[src/rtl/cfg_counter.sv]
// ----------------------------------------------------------------------------
// cfg_counter
//   Up/down counter with a programmable terminal value. The count runs over
//   0..max_val. At either limit it wraps (SAT_MODE=0) or saturates
//   (SAT_MODE=1). Every limit event produces a one-cycle ovf/unf pulse and
//   sets a sticky flag.
//
// Parameters
//   WIDTH      counter width in bits (2..32)
//   SAT_MODE   0 = wrap at limits, 1 = saturate at limits
//
// Ports
//   clk          clock; all state changes on its rising edge
//   reset        asynchronous active-high reset
//   en           count enable
//   up           direction: 1 = increment, 0 = decrement
//   clr          synchronous clear (highest priority)
//   load         synchronous load of min(load_val, max_val)
//   load_val     value to load
//   max_val      terminal value; the count range is 0..max_val
//   sticky_clr   clears both sticky flags (a new event in the same cycle wins)
//   count        registered counter value
//   ovf / unf    registered one-cycle pulses on up- and down-limit events
//   ovf_sticky   latched overflow flag
//   unf_sticky   latched underflow flag
//   at_max       count >= max_val (combinational)
//   at_zero      count == 0 (combinational)
// ----------------------------------------------------------------------------
module cfg_counter #(
   parameter int unsigned WIDTH    = 8,
   parameter bit          SAT_MODE = 1'b0
) (
   input  logic             clk,
   input  logic             reset,
   input  logic             en,
   input  logic             up,
   input  logic             clr,
   input  logic             load,
   input  logic [WIDTH-1:0] load_val,
   input  logic [WIDTH-1:0] max_val,
   input  logic             sticky_clr,
   output logic [WIDTH-1:0] count,
   output logic             ovf,
   output logic             unf,
   output logic             ovf_sticky,
   output logic             unf_sticky,
   output logic             at_max,
   output logic             at_zero
);

   localparam logic [WIDTH-1:0] ONE = WIDTH'(1);

   logic [WIDTH-1:0] count_q, count_d;
   logic             ovf_q, ovf_d;
   logic             unf_q, unf_d;
   logic             ovf_sticky_q, ovf_sticky_d;
   logic             unf_sticky_q, unf_sticky_d;

   always_comb begin
      count_d = count_q;
      ovf_d   = 1'b0;
      unf_d   = 1'b0;

      if (clr) begin
         count_d = '0;
      end else if (load) begin
         count_d = (load_val > max_val) ? max_val : load_val;
      end else if (en) begin
         if (up) begin
            // ">=" rather than "==": if max_val has been lowered below the
            // current count, an up step is treated as hitting the limit.
            if (count_q >= max_val) begin
               ovf_d   = 1'b1;
               count_d = SAT_MODE ? max_val : '0;
            end else begin
               count_d = count_q + ONE;
            end
         end else begin
            if (count_q == '0) begin
               unf_d   = 1'b1;
               count_d = SAT_MODE ? '0 : max_val;
            end else begin
               count_d = count_q - ONE;
            end
         end
      end

      // A new event takes precedence over a clear in the same cycle.
      ovf_sticky_d = ovf_d | (ovf_sticky_q & ~sticky_clr);
      unf_sticky_d = unf_d | (unf_sticky_q & ~sticky_clr);
   end

   always_ff @(posedge clk or posedge reset) begin
      if (reset) begin
         count_q      <= '0;
         ovf_q        <= 1'b0;
         unf_q        <= 1'b0;
         ovf_sticky_q <= 1'b0;
         unf_sticky_q <= 1'b0;
      end else begin
         count_q      <= count_d;
         ovf_q        <= ovf_d;
         unf_q        <= unf_d;
         ovf_sticky_q <= ovf_sticky_d;
         unf_sticky_q <= unf_sticky_d;
      end
   end

   assign count      = count_q;
   assign ovf        = ovf_q;
   assign unf        = unf_q;
   assign ovf_sticky = ovf_sticky_q;
   assign unf_sticky = unf_sticky_q;
   assign at_max     = (count_q >= max_val);
   assign at_zero    = (count_q == '0);

endmodule

[config.mk]
export PLATFORM = sky130hd
export DESIGN_NAME = cfg_counter
export DESIGN_NICKNAME = d
export VERILOG_FILES = /design/src/rtl/cfg_counter.sv
export SDC_FILE = /design/constraint.sdc
export NUM_CORES = 1
export LEC_CHECK = 0
export CELL_PAD_IN_SITES_DETAIL_PLACEMENT = 1
export CELL_PAD_IN_SITES_GLOBAL_PLACEMENT = 2
export CORE_MARGIN = 4
export CORE_UTILIZATION = 31
export CTS_BUF_LIST = sky130_fd_sc_hd__clkbuf_4
export DETAILED_ROUTE_END_ITERATION = 10
export GPL_TIMING_DRIVEN = 0
export PLACE_DENSITY_LB_ADDON = 0.1
export SETUP_SLACK_MARGIN = 0.15
export SYNTH_ARGS = -nofsm -noshare
export SYNTH_HDL_FRONTEND = slang
export SYNTH_SLANG_ARGS = --single-unit
[constraint.sdc]
create_clock -name clk -period 8 [get_ports clk]
set_input_delay 2.4 -clock clk [delete_from_list [all_inputs] [get_ports clk]]
set_output_delay 2.4 -clock clk [all_outputs]
set_load 0.05 [all_outputs]
==> impl_metrics.tcl, run 1 <==
set metrics [dict create \
    outcome "finished, final reports clean" \
    root_buffer "clkbuf_4" \
    numCtsBuffers 3 \
    comb_power_share_pct 54.7 \
    fin_util_pct 42.5 \
    wl_per_cell_um 18.3 \
    post-cts-setup-buffers 0 \
    fmax_mhz 133 \
    maxSlewViolCount 0 \
    drive_above_1_share_pct 7.44 \
    cts_max_level 1 \
    drt_iter0_drc 92 \
    clk_pin_slew_ns 0.08 \
    dieArea_um2 5770 \
    power_per_cell_area_nw_per_um2 136 \
    netlist_area_um2 1430 \
    vias 1518 \
    rsz0062_at_grt "false" \
    place_inst 263 \
    core-area_um2 4410 \
    p_switching_uw 115 \
    dieWidth_um 76.0 \
    cp_cell_sequence "clkdlybuf4s50_1 > ha_1 > nand2b_1 > a2111oi_0 > o31ai_1 > a21oi_2 > inv_1 > clkdlybuf4s50_1" \
    holdCritStartpoint "ovf_sticky" \
    switching_share_pct 44.9 \
    antenna_cells 0 \
    whs_ns 0.542 \
    syn_avg_cell_area_um2 8.14 \
    clock_skew_ns 0.00226 \
    critPathMaxStageDelay_ns 0.70 \
    grt_overflow 0 \
    ys_warn_count 0 \
    p_int_uw 141 \
    grt_usage_pct 17.2 \
    crit_fanout 5 \
    pin_count 37 \
    hp-class "reg -> reg" \
    crit_path_end_kind "output pin" \
    synth-seq-cells 12 \
    dp_hpwl_mm 4.08 \
    grt_max_degree 13 \
    worst_slew_pin_slew_ns 0.511 \
    die-height_um 76.0 \
    insertion_delay_ns 0.27 \
    postSynthCellCount 176 \
    final.setup.tns_ns 0 \
    viasPerCell 5.69 \
    critPathKind "in -> out" \
    layout_min_cycle_time_ns 7.52 \
    cp-start-kind "input port" \
    stdcell_count 267 \
    grt_pass1_vias 1615 \
    clockBufferDepth 2 \
    syn_nets 218 \
    postCtsResizedCells 0 \
    rr_startpoint "count[0]" \
    r2r_slack_ns 5.14 \
    worstPathArrival_ns 5.12 \
    relSlewSlack_pct 65.8 \
    pwr-share-seq_pct 29.6 \
    reg2reg_depth 9 \
    port_buffers 35 \
    ir_drop_uv 36.4 \
    reg2reg_to "count[6]" \
    place.gp.congestion 0.906 \
    crit_slowest_cell "clkdlybuf4s50_1" \
    setup_violations 0 \
    route.detailed.drc 0 \
    syn2layout_area_growth_pct 30.8 \
    initial_core_util_pct 32.5 \
    antenna_left 0 \
    routed_wl_mm 4.89 \
    multiInputGateArea_um2 1030 \
    hold_depth 2 \
    grt_pass1_wl_mm 8.26 \
    finalCritPeriodShare_pct 94.0 \
    n_fill_cell 525 \
    dr.pass1.iters 4 \
    whs_endpoint "ovf_sticky" \
    fin_nets 258 \
    required_ns 5.60 \
    drv_cap 0 \
    hold_buffers 0 \
    clkPwrFrac_pct 15.7 \
    seqCellArea_um2 300 \
    antenna_found_initial 0 \
    rows 24 \
    hold_violations 0 \
    p_leak_nw 0.808 \
    ys_seq_area_share_pct 21.0 \
    yosysUniqueCellTypes 55 \
    tritoncts "done" \
    cp_common_cell "clkdlybuf4s50_1" \
    cts.sink_count 12 \
]
## critical path: cells and delay by family
| kind | cells | cell delay (ns) |
|---|---|---|
| AOI/OAI and AO/OA | 3 | 0.95 |
| adders and majority gates | 1 | 0.26 |
| buffers and inverters | 3 | 1.36 |
| and+or+nand+nor | 1 | 0.14 |
## worst max-delay path by stage
stage / start / end / slack (ns)
floorplan: max_val[0] / at_max / 1.79
global placement: max_val[0] / at_max / 0.57
detailed placement: max_val[0] / at_max / 0.50
CTS: max_val[0] / at_max / 0.50
global route: max_val[0] / at_max / 0.31
finish: max_val[0] / at_max / 0.48
## cells in the mapped netlist, drive strengths merged
library cell | count | area share [%]
xor2 | 2 | 1.2
a221o | 1 | 0.70
nand4 | 2 | 0.87
o311ai | 1 | 0.61
nand2b | 3 | 1.8
o211ai | 1 | 0.52
o221ai | 1 | 0.61
a41oi | 1 | 0.61
buf | 3 | 1.4
nand3 | 6 | 2.1
xnor2 | 2 | 1.2
mux2 | 2 | 1.6
or3 | 2 | 0.87
and2 | 2 | 0.87
a21oi | 8 | 3.1
nor3 | 6 | 2.1
mux2i | 4 | 2.8
a21o | 1 | 0.52
o21a | 2 | 1.0
a211oi | 3 | 1.9
and3 | 3 | 1.3
a211o | 4 | 2.4
ha | 19 | 17
or4b | 1 | 0.70
nor2 | 9 | 2.5
o22ai | 3 | 1.3
o21ai | 14 | 4.9
a31oi | 1 | 0.44
clkbuf | 4 | 1.0
dfrtp | 12 | 21
o31ai | 1 | 0.52
o41ai | 2 | 1.2
nor3b | 2 | 1.4
or4 | 1 | 0.79
clkinv | 1 | 0.26
inv | 17 | 4.5
a21boi | 1 | 0.52
a221oi | 1 | 0.61
nor2b | 2 | 0.87
o32a | 1 | 0.70
nor4 | 1 | 0.44
a2111oi | 5 | 4.0
o2111a | 1 | 0.79
nand2 | 16 | 4.2
nand3b | 1 | 0.52
## flip-flops by register name, summed over array words and instances, names as in the netlist
signal / flops
unf_sticky: 1
unf: 1
ovf: 1
count: 8
ovf_sticky: 1
## layer usage
layer	wire length [µm]	global-route usage (%)	up-vias	share of wire, %
li1	-	-	737	-
met1	2310	23.5	735	47
met2	2330	28.7	40	48
met3	173	1.77	6	3.5
met4	76	4.63	0	1.6
met5	0	0	-	0
## power by group through the flow
| stage | Sequential, mW | Clock (mW) | Combinational, mW |
|---|---|---|---|
| floorplan | 0.0903 | 0 | 0.0760 |
| global placement | 0.0763 | 0 | 0.137 |
| detailed placement | 0.0766 | 0 | 0.140 |
| CTS | 0.0754 | 0.0412 | 0.141 |
| global route | 0.0766 | 0.0449 | 0.154 |
| finish | 0.0755 | 0.0401 | 0.140 |
## through the flow
| step | power (mW) | worst slack, ns | area (µm²) |
|---|---|---|---|
| floorplan | 0.166 | 1.79 | 1430 |
| global placement | 0.214 | 0.566 | 1850 |
| detailed placement | 0.217 | 0.498 | 1850 |
| CTS | 0.258 | 0.500 | 1870 |
| global route | 0.276 | 0.312 | 1870 |
| finish | 0.255 | 0.479 | 1870 |
## area by class of cell
| type | instances | area share [%] |
|---|---|---|
| Sequential cell | 12 | 16.0 |
| Tap cell | 52 | 3.47 |
| Timing Repair Buffer | 35 | 18.7 |
| Inverter | 18 | 3.60 |
| Buffer | 7 | 1.87 |
| Clock buffer | 3 | 1.20 |
| Clock inverter | 1 | 0.200 |
| Multi-Input combinational cell | 139 | 54.9 |
## logic make-up after synthesis
logic type | synth area share, %
buf+inv | 7.16
flops | 21.0
xor+xnor | 2.45
fa+ha+maj | 16.6
mux | 4.37
compound gates | 27.1
simple gates | 21.4
## cell usage in the layout (no fill, tap or decap), drive strengths merged, types with 4 or more instances in the layout
master / instances
o21ai: 14
nor3: 6
dfrtp: 12
nor2: 9
clkdlybuf4s50: 35
a211o: 4
clkbuf: 7
a21oi: 8
ha: 19
nand2: 16
nand3: 6
mux2i: 4
inv: 17
a2111oi: 5
Note: power is estimated with default switching activity, not from simulation.
==> run 2, diff against run 1 <==
--- a/config.mk
+++ b/config.mk
@@ -7,13 +7,14 @@
 export LEC_CHECK = 0
 export CELL_PAD_IN_SITES_DETAIL_PLACEMENT = 1
 export CELL_PAD_IN_SITES_GLOBAL_PLACEMENT = 2
-export CORE_MARGIN = 4
-export CORE_UTILIZATION = 31
+export CORE_UTILIZATION = 40
 export CTS_BUF_LIST = sky130_fd_sc_hd__clkbuf_4
 export DETAILED_ROUTE_END_ITERATION = 10
+export DONT_BUFFER_PORTS = 1
 export GPL_TIMING_DRIVEN = 0
 export PLACE_DENSITY_LB_ADDON = 0.1
 export SETUP_SLACK_MARGIN = 0.15
+export SKIP_CTS_REPAIR_TIMING = 1
 export SYNTH_ARGS = -nofsm -noshare
 export SYNTH_HDL_FRONTEND = slang
 export SYNTH_SLANG_ARGS = --single-unit
==> impl_metrics.tcl, run 2 (same netlist as run 1, synthesis figures left out) <==
set metrics [dict create \
    drt_iter0_drc 42 \
    use_met2_pct 42.9 \
    worst_slew_pin_slew_ns 0.803 \
    clockBufferDepth 2 \
    vias 1366 \
    finalCritPeriodShare_pct 82.5 \
    switching_share_pct 48.3 \
    outcome "finished, final reports clean" \
    pwr-share-seq_pct 39.9 \
    die-height_um 61.8 \
    place_inst 222 \
    core-area_um2 3390 \
    viasPerCell 6.04 \
    syn2layout_area_growth_pct 5.85 \
    antenna_found_initial 0 \
    stdcell_count 226 \
    dr.pass1.iters 4 \
    crit_path_end_kind "output pin" \
    drv_cap 0 \
    fin_ws_ns 1.40 \
    p_leak_nw 0.676 \
    tritoncts "done" \
    dieWidth_um 61.8 \
    insertion_delay_ns 0.30 \
    final_cell_mix "ha_1 (19), inv_1 (17), nand2_1 (16)" \
    final.setup.tns_ns 0 \
    r2r_slack_ns 4.66 \
    grt_max_degree 13 \
    hp-class "reg -> reg" \
    p_switching_uw 113 \
    largest_reg_flops 8 \
    clock_skew_ns 0.00604 \
    antenna_left 0 \
    worstPathArrival_ns 4.20 \
    fin_nets 223 \
    drive_above_1_share_pct 8.89 \
    ir_drop_uv 56.6 \
    holdCritStartpoint "ovf_sticky" \
    required_ns 5.60 \
    layout_min_cycle_time_ns 6.60 \
    final_common_cell "ha_1" \
    setup_violations 0 \
    clkPwrFrac_pct 18.7 \
    port_buffers 0 \
    grt_usage_pct 26.9 \
    cts_max_level 1 \
    fmax_mhz 151 \
    hold_violations 0 \
    dp_hpwl_mm 3.63 \
    initial_core_util_pct 42.3 \
    clk_pin_slew_ns 0.08 \
    dp_slack_ns 1.45 \
    grt_pass1_wl_mm 7.17 \
    critPathKind "in -> out" \
    relSlewSlack_pct 46.5 \
    maxSlewViolCount 0 \
    comb_power_share_pct 41.4 \
    wl_per_cell_um 20.1 \
    p_int_uw 121 \
    busiest_layer "met2" \
    fin_util_pct 44.7 \
    cts.sink_count 12 \
    route.detailed.drc 0 \
    crit_fanout 5 \
    grt_pass1_vias 1430 \
    dieArea_um2 3820 \
    antenna_cells 0 \
    numCtsBuffers 3 \
    use_met1_pct 36.0 \
    n_fill_cell 441 \
    crit_path_start "max_val[0]" \
    rr_startpoint "count[0]" \
    root_buffer "clkbuf_4" \
    rsz0062_at_grt "false" \
    cp-start-kind "input port" \
    grt_overflow 0 \
    rows 21 \
    pin_count 37 \
    use_met3_pct 7.87 \
    power_per_cell_area_nw_per_um2 154 \
    routed_wl_mm 4.54 \
    place.gp.congestion 0.829 \
]
[run 2: changes by cell type in the layout (fill, tap and decap cells not counted), sizes merged]
cell and delta:
clkdlybuf4s50 -35
[run 2: layer usage]
| metal | part of all wire [%] | up-vias |
|---|---|---|
| li1 | - | 664 |
| met1 | 47 | 652 |
| met2 | 46 | 43 |
| met3 | 6.1 | 7 |
| met4 | 1.3 | 0 |
| met5 | 0 | - |
[run 2: layout make-up]
class,count,area (µm²),share of cell area [%]
Buffer,7,35.0,2.31
Clock buffer,3,22.5,1.49
Clock inverter,1,3.75,0.248
Inverter,18,67.6,4.46
Multi-Input combinational cell,139,1030,67.9
Sequential cell,12,300,19.8
Tap cell,46,57.6,3.80
[run 2: power by group through the flow]
stage          registers [mW]  clock network [mW]  logic [mW]
2_1_floorplan          0.0903                   0      0.0760
3_3_place_gp           0.0941                   0      0.0921
3_5_place_dp           0.0943                   0      0.0961
4_1_cts                0.0931              0.0455      0.0967
5_1_grt                0.0947              0.0475       0.108
6_report               0.0934              0.0437      0.0970
[run 2: path summary, 6_finish.rpt]
check,cells past startpoint,end
max,6,at_max
min,2,ovf_sticky
max reg2reg,9,count[6]
min reg2reg,2,ovf_sticky
max in group asynchronous,1,count[4]
min in group asynchronous,1,count[0]
[run 2: worst max-delay path, cell delays in order]
cell and delay (ns):
ha_1 0.26, nand2b_1 0.14, a2111oi_0 0.49, o31ai_1 0.24, a21oi_2 0.37, inv_1 0.31
[run 2: through the flow]
| step | total power, mW | instance area (µm²) | hold WS [ns] |
|---|---|---|---|
| after floorplan | 0.166 | 1430 | 0.761 |
| after CTS | 0.235 | 1520 | 0.811 |
| after global routing | 0.250 | 1520 | 0.853 |
| final | 0.234 | 1520 | 0.811 |
| after detailed placement | 0.190 | 1490 | 0.798 |
| after global placement | 0.186 | 1490 | 0.784 |
==> run 3, diff against run 2 <==
--- a/config.mk
+++ b/config.mk
@@ -7,7 +7,7 @@
 export LEC_CHECK = 0
 export CELL_PAD_IN_SITES_DETAIL_PLACEMENT = 1
 export CELL_PAD_IN_SITES_GLOBAL_PLACEMENT = 2
-export CORE_UTILIZATION = 40
+export CORE_UTILIZATION = 34
 export CTS_BUF_LIST = sky130_fd_sc_hd__clkbuf_4
 export DETAILED_ROUTE_END_ITERATION = 10
 export DONT_BUFFER_PORTS = 1
==> constraint.sdc (replaced) <==
create_clock -name clk -period 5.5 [get_ports clk]
set_input_delay 1.65 -clock clk [delete_from_list [all_inputs] [get_ports clk]]
set_output_delay 1.65 -clock clk [all_outputs]
set_load 0.05 [all_outputs]
==> impl_metrics.tcl, run 3 (same netlist as run 1, synthesis figures left out) <==
set metrics [dict create \
    pwr-share-seq_pct 40.4 \
    initial_core_util_pct 35.6 \
    dp_slack_ns 0.571 \
    fin_ws_ns 0.584 \
    dieArea_um2 4480 \
    worstPathArrival_ns 3.27 \
    clk_pin_slew_ns 0.08 \
    relSlewSlack_pct 46.8 \
    holdCritStartpoint "ovf_sticky" \
    whs_endpoint "ovf_sticky" \
    routed_wl_mm 4.83 \
    cts_max_level 1 \
    final.setup.tns_ns 0 \
    drive_above_1_share_pct 8.89 \
    antenna_cells 0 \
    syn2layout_area_growth_pct 6.20 \
    clockBufferDepth 2 \
    clock_skew_ns 0.0101 \
    route.detailed.drc 0 \
    fin_nets 223 \
    p_int_uw 176 \
    dieWidth_um 66.9 \
    numCtsBuffers 3 \
    rows 23 \
    rsz0062_at_grt "false" \
    setup_violations 0 \
    outcome "finished, final reports clean" \
    core-area_um2 4030 \
    rr_startpoint "count[0]" \
    antenna_found_initial 0 \
    clkPwrFrac_pct 17.8 \
    fmax_mhz 203 \
    ir_drop_uv 69.6 \
    power_per_cell_area_nw_per_um2 221 \
    hold_violations 0 \
    maxSlewViolCount 0 \
    p_leak_nw 0.676 \
    final_common_cell "ha_1" \
    dr.pass1.iters 4 \
    grt_overflow 0 \
    hp-class "reg -> reg" \
    hold_depth 2 \
    grt_pass1_wl_mm 7.90 \
    layout_min_cycle_time_ns 4.92 \
    grt_usage_pct 24.1 \
    comb_power_share_pct 41.8 \
    final_cell_mix "ha_1 (19), inv_1 (17), nand2_1 (16)" \
    crit_path_end_kind "output pin" \
    stdcell_count 230 \
    reg2reg_to "count[6]" \
    port_buffers 0 \
    dp_hpwl_mm 3.88 \
    grt_max_degree 13 \
    switching_share_pct 47.7 \
    place.gp.congestion 0.828 \
    finalCritPeriodShare_pct 89.4 \
    worst_slew_pin_slew_ns 0.798 \
    drv_cap 0 \
    wl_per_cell_um 21.0 \
    viasPerCell 6.04 \
    grt_pass1_vias 1528 \
    die-height_um 66.9 \
    critPathKind "in -> out" \
    required_ns 3.85 \
    root_buffer "clkbuf_4" \
    p_switching_uw 160 \
    r2r_slack_ns 2.04 \
    cp-start-kind "input port" \
    pin_count 37 \
    vias 1390 \
    tritoncts "done" \
    antenna_left 0 \
    drt_iter0_drc 65 \
    reg2reg_depth 9 \
    cts.sink_count 12 \
    crit_fanout 5 \
    insertion_delay_ns 0.28 \
    place_inst 226 \
    largest_reg_flops 8 \
]
## run 3: cell counts in the layout (fill, tap and decap cells not counted)
No cell type changed its count.
## run 3: layout make-up
cell class | instances | area, µm²
fillers | 519 | 2510
inverters | 18 | 67.6
flip-flops and latches | 12 | 300
multi-input cells | 139 | 1030
well taps | 50 | 62.6
clock buffers | 3 | 22.5
clock inverters | 1 | 3.75
plain buffers | 7 | 35.0
## run 3: through the flow
step / utilization (%) / power (mW) / hold slack [ns] / cell area [µm²]
6_report: 37.8 / 0.336 / 0.795 / 1520
5_1_grt: 37.8 / 0.363 / 0.825 / 1520
4_1_cts: 37.8 / 0.339 / 0.804 / 1520
3_5_place_dp: 37.1 / 0.277 / 0.792 / 1500
3_3_place_gp: 37.1 / 0.273 / 0.779 / 1500
2_1_floorplan: - / 0.242 / 0.761 / 1430
## run 3: worst max path at each step
| stage | start | endpoint | slack (ns) | depth (start not counted) |
|---|---|---|---|---|
| 3_3_place_gp | max_val[0] | at_max | 0.58 | 6 |
| 4_1_cts | max_val[0] | at_max | 0.57 | 6 |
| 6_report | max_val[0] | at_max | 0.58 | 6 |
| 2_1_floorplan | max_val[0] | at_max | 0.79 | 6 |
| 5_1_grt | count[0] | at_max | 0.47 | 8 |
| 3_5_place_dp | max_val[0] | at_max | 0.57 | 6 |
## run 3: power by group through the flow
stage               combinational, mW  clock [mW]  sequential (mW)
CTS                             0.141      0.0623            0.136
global placement                0.135           0            0.138
global route                    0.157      0.0680            0.138
floorplan                       0.111           0            0.131
finish                          0.140      0.0598            0.136
detailed placement              0.140           0            0.138
## run 3: metal layers
layer  routed length (µm)  global-route usage, %  vias up
met5                    0                      0        -
met4                  122                   9.04        0
met3                  187                   2.57        9
met2                 2240                   38.5       35
met1                 2280                   32.8      682
li1                     -                      -      664
## run 3: worst max-delay path, cell delays in order
cell       delay, ns
ha_1            0.26
nand2b_1        0.14
a2111oi_0       0.39
o31ai_1         0.20
a21oi_2         0.33
inv_1           0.30
==> patch: new RTL, flow settings as in run 2 <==
Register the input `load_val` before use, without a reset. The logic sees it one clock later. The other inputs are not delayed to match.
--- a/src/rtl/cfg_counter.sv
+++ b/src/rtl/cfg_counter.sv
@@ -52,2 +52,8 @@
 
+   logic [WIDTH-1:0] load_val_q;
+
+   always_ff @(posedge clk) begin
+      load_val_q <= load_val;
+   end
+
    logic [WIDTH-1:0] count_q, count_d;
@@ -66,3 +72,3 @@
       end else if (load) begin
-         count_d = (load_val > max_val) ? max_val : load_val;
+         count_d = (load_val_q > max_val) ? max_val : load_val_q;
       end else if (en) begin
Check against the original RTL: not equivalent (a bounded check fails within 4 cycles, from zero or initial values and one cycle with reset high).
==> patch against run 2 <==
- sequential share of layout area increased by 7.1 points
- setup slack better by 0.40 ns
- routed wire length increased by 0.79%
- first-iteration DRC count up 17%
- combinational power is 10% higher
- sequential cell count increased by 8
- synthesized area up 10%
- total power up 40%
- cell count rose by 1.3%
- cell area rose by 13%
==> patch: results (changes against run 2) <==
- Outcome: finished clean (unchanged)
- Metal2 WL: 2170 um (was 2080 um)
- Leakage power: 0.801 nW (was 0.676 nW)
- Clock transition at path regs: 0.13 ns (was 0.08 ns)
- Net switching power: 0.126 mW (was 0.113 mW)
- Routability Congestion: 0.858 (was 0.829)
- Worst Clk Skew: 0.00136 ns (was 0.00604 ns)
- WP data arrival: 3.80 ns (was 4.20 ns)
- Drt wl/cell: 20.0 um (was 20.1 um)
- Metal-1 WL: 2080 um (was 2120 um)
- GR Util met2: 40.6% (was 42.9%)
- Slowest CP cell: o31ai_2 (was a2111oi_0)
- Vias: 1,380 (was 1,366)
- M1 GR Usage: 31.5% (was 36.0%)
- Slack of the worst reg-to-reg path: 4.50 ns (was 4.66 ns)
- Worst r2r dst: count[2]$_DFFE_PP0P_ (was count[6]$_DFFE_PP0P_)
- Setup WS pre-CTS: 1.79 ns (was 1.45 ns)
- Final nets: 224 (was 223)
- DR vias/cell: 6.03 (was 6.04)
- Global-route wire length before repair: 7580 um (was 7170 um)
- Vias in the first global route: 1,486 (was 1,430)
- Inst Count DP: 225 (was 222)
- Max VDD drop: 89.2 uV (was 56.6 uV)
- Max Fanout on Critical Path: 4 (was 5)
- Seq/Total Area, Yosys: 29.2% (was 21.0%)
- Commonest cells post-synth: ha_1 (19), inv_1 (14), dfrtp_1 (12) (was ha_1 (19), inv_1 (17), nand2_1 (16))
- Layout cells sized above 1: 8.29% (was 8.89%)
- Synth area leaders: dfrtp_1 (19%), ha_1 (15%), dfxtp_1 (10%) (was dfrtp_1 (21%), ha_1 (17%), inv_1 (4.5%))
- Async set or reset register ratio after synthesis: 60.0% (was 100%)
- Met3 WL: 262 um (was 277 um)
- FILL cells: 458 (was 441)
- GRT Overall Usage: 24.0% (was 26.9%)
- Min cycle time layout: 6.20 ns (was 6.60 ns)
- Met3 usage: 4.58% (was 7.87%)
[patch: kinds of logic (layout without fill, tap and decap cells)]
logic type,after synthesis,count (layout),synth area share [%]
AND/OR/NAND/NOR,54,54,19.0
AO/OA/AOI/OAI,47,47,21.4
XOR/XNOR,4,4,2.22
buffers and inverters,21,26,5.95
multiplexers,11,11,7.14
adder cells (fa/ha/maj),19,19,15.1
flip-flops,20,20,29.2
[patch: area by class of cell]
type	count	area share, %
well taps	48	3.51
multi-input cells	135	60.4
inverters	14	3.07
clock buffers	3	1.32
repair buffers	1	0.658
flip-flops and latches	20	26.9
clock inverters	1	1.76
plain buffers	7	2.41
[patch: critical path, delay by kind of cell]
kind	cells	cell delay, ns
adder cells (fa/ha/maj)	1	0.24
AND/OR/NAND/NOR	1	0.09
AO/OA/AOI/OAI	2	1.06
[patch: power groups by stage]
stage	logic [mW]	clock network [mW]	registers, mW
2_1_floorplan	0.0820	0	0.133
3_3_place_gp	0.0993	0	0.137
3_5_place_dp	0.106	0	0.137
4_1_cts	0.107	0.0881	0.135
5_1_grt	0.118	0.0924	0.136
6_report	0.107	0.0858	0.135
[patch: worst min-delay path by stage]
stage	start	end	slack (ns)	depth (start not counted)
final	load_val_q[2]$_DFF_P_	count[2]$_DFFE_PP0P_	0.58	2
after global routing	load_val_q[2]$_DFF_P_	count[2]$_DFFE_PP0P_	0.61	2
after CTS	load_val_q[2]$_DFF_P_	count[2]$_DFFE_PP0P_	0.59	2
after detailed placement	load_val_q[2]$_DFF_P_	count[2]$_DFFE_PP0P_	0.58	2
after global placement	load_val_q[2]$_DFF_P_	count[2]$_DFFE_PP0P_	0.57	2
after floorplan	load_val_q[2]$_DFF_P_	count[2]$_DFFE_PP0P_	0.52	2
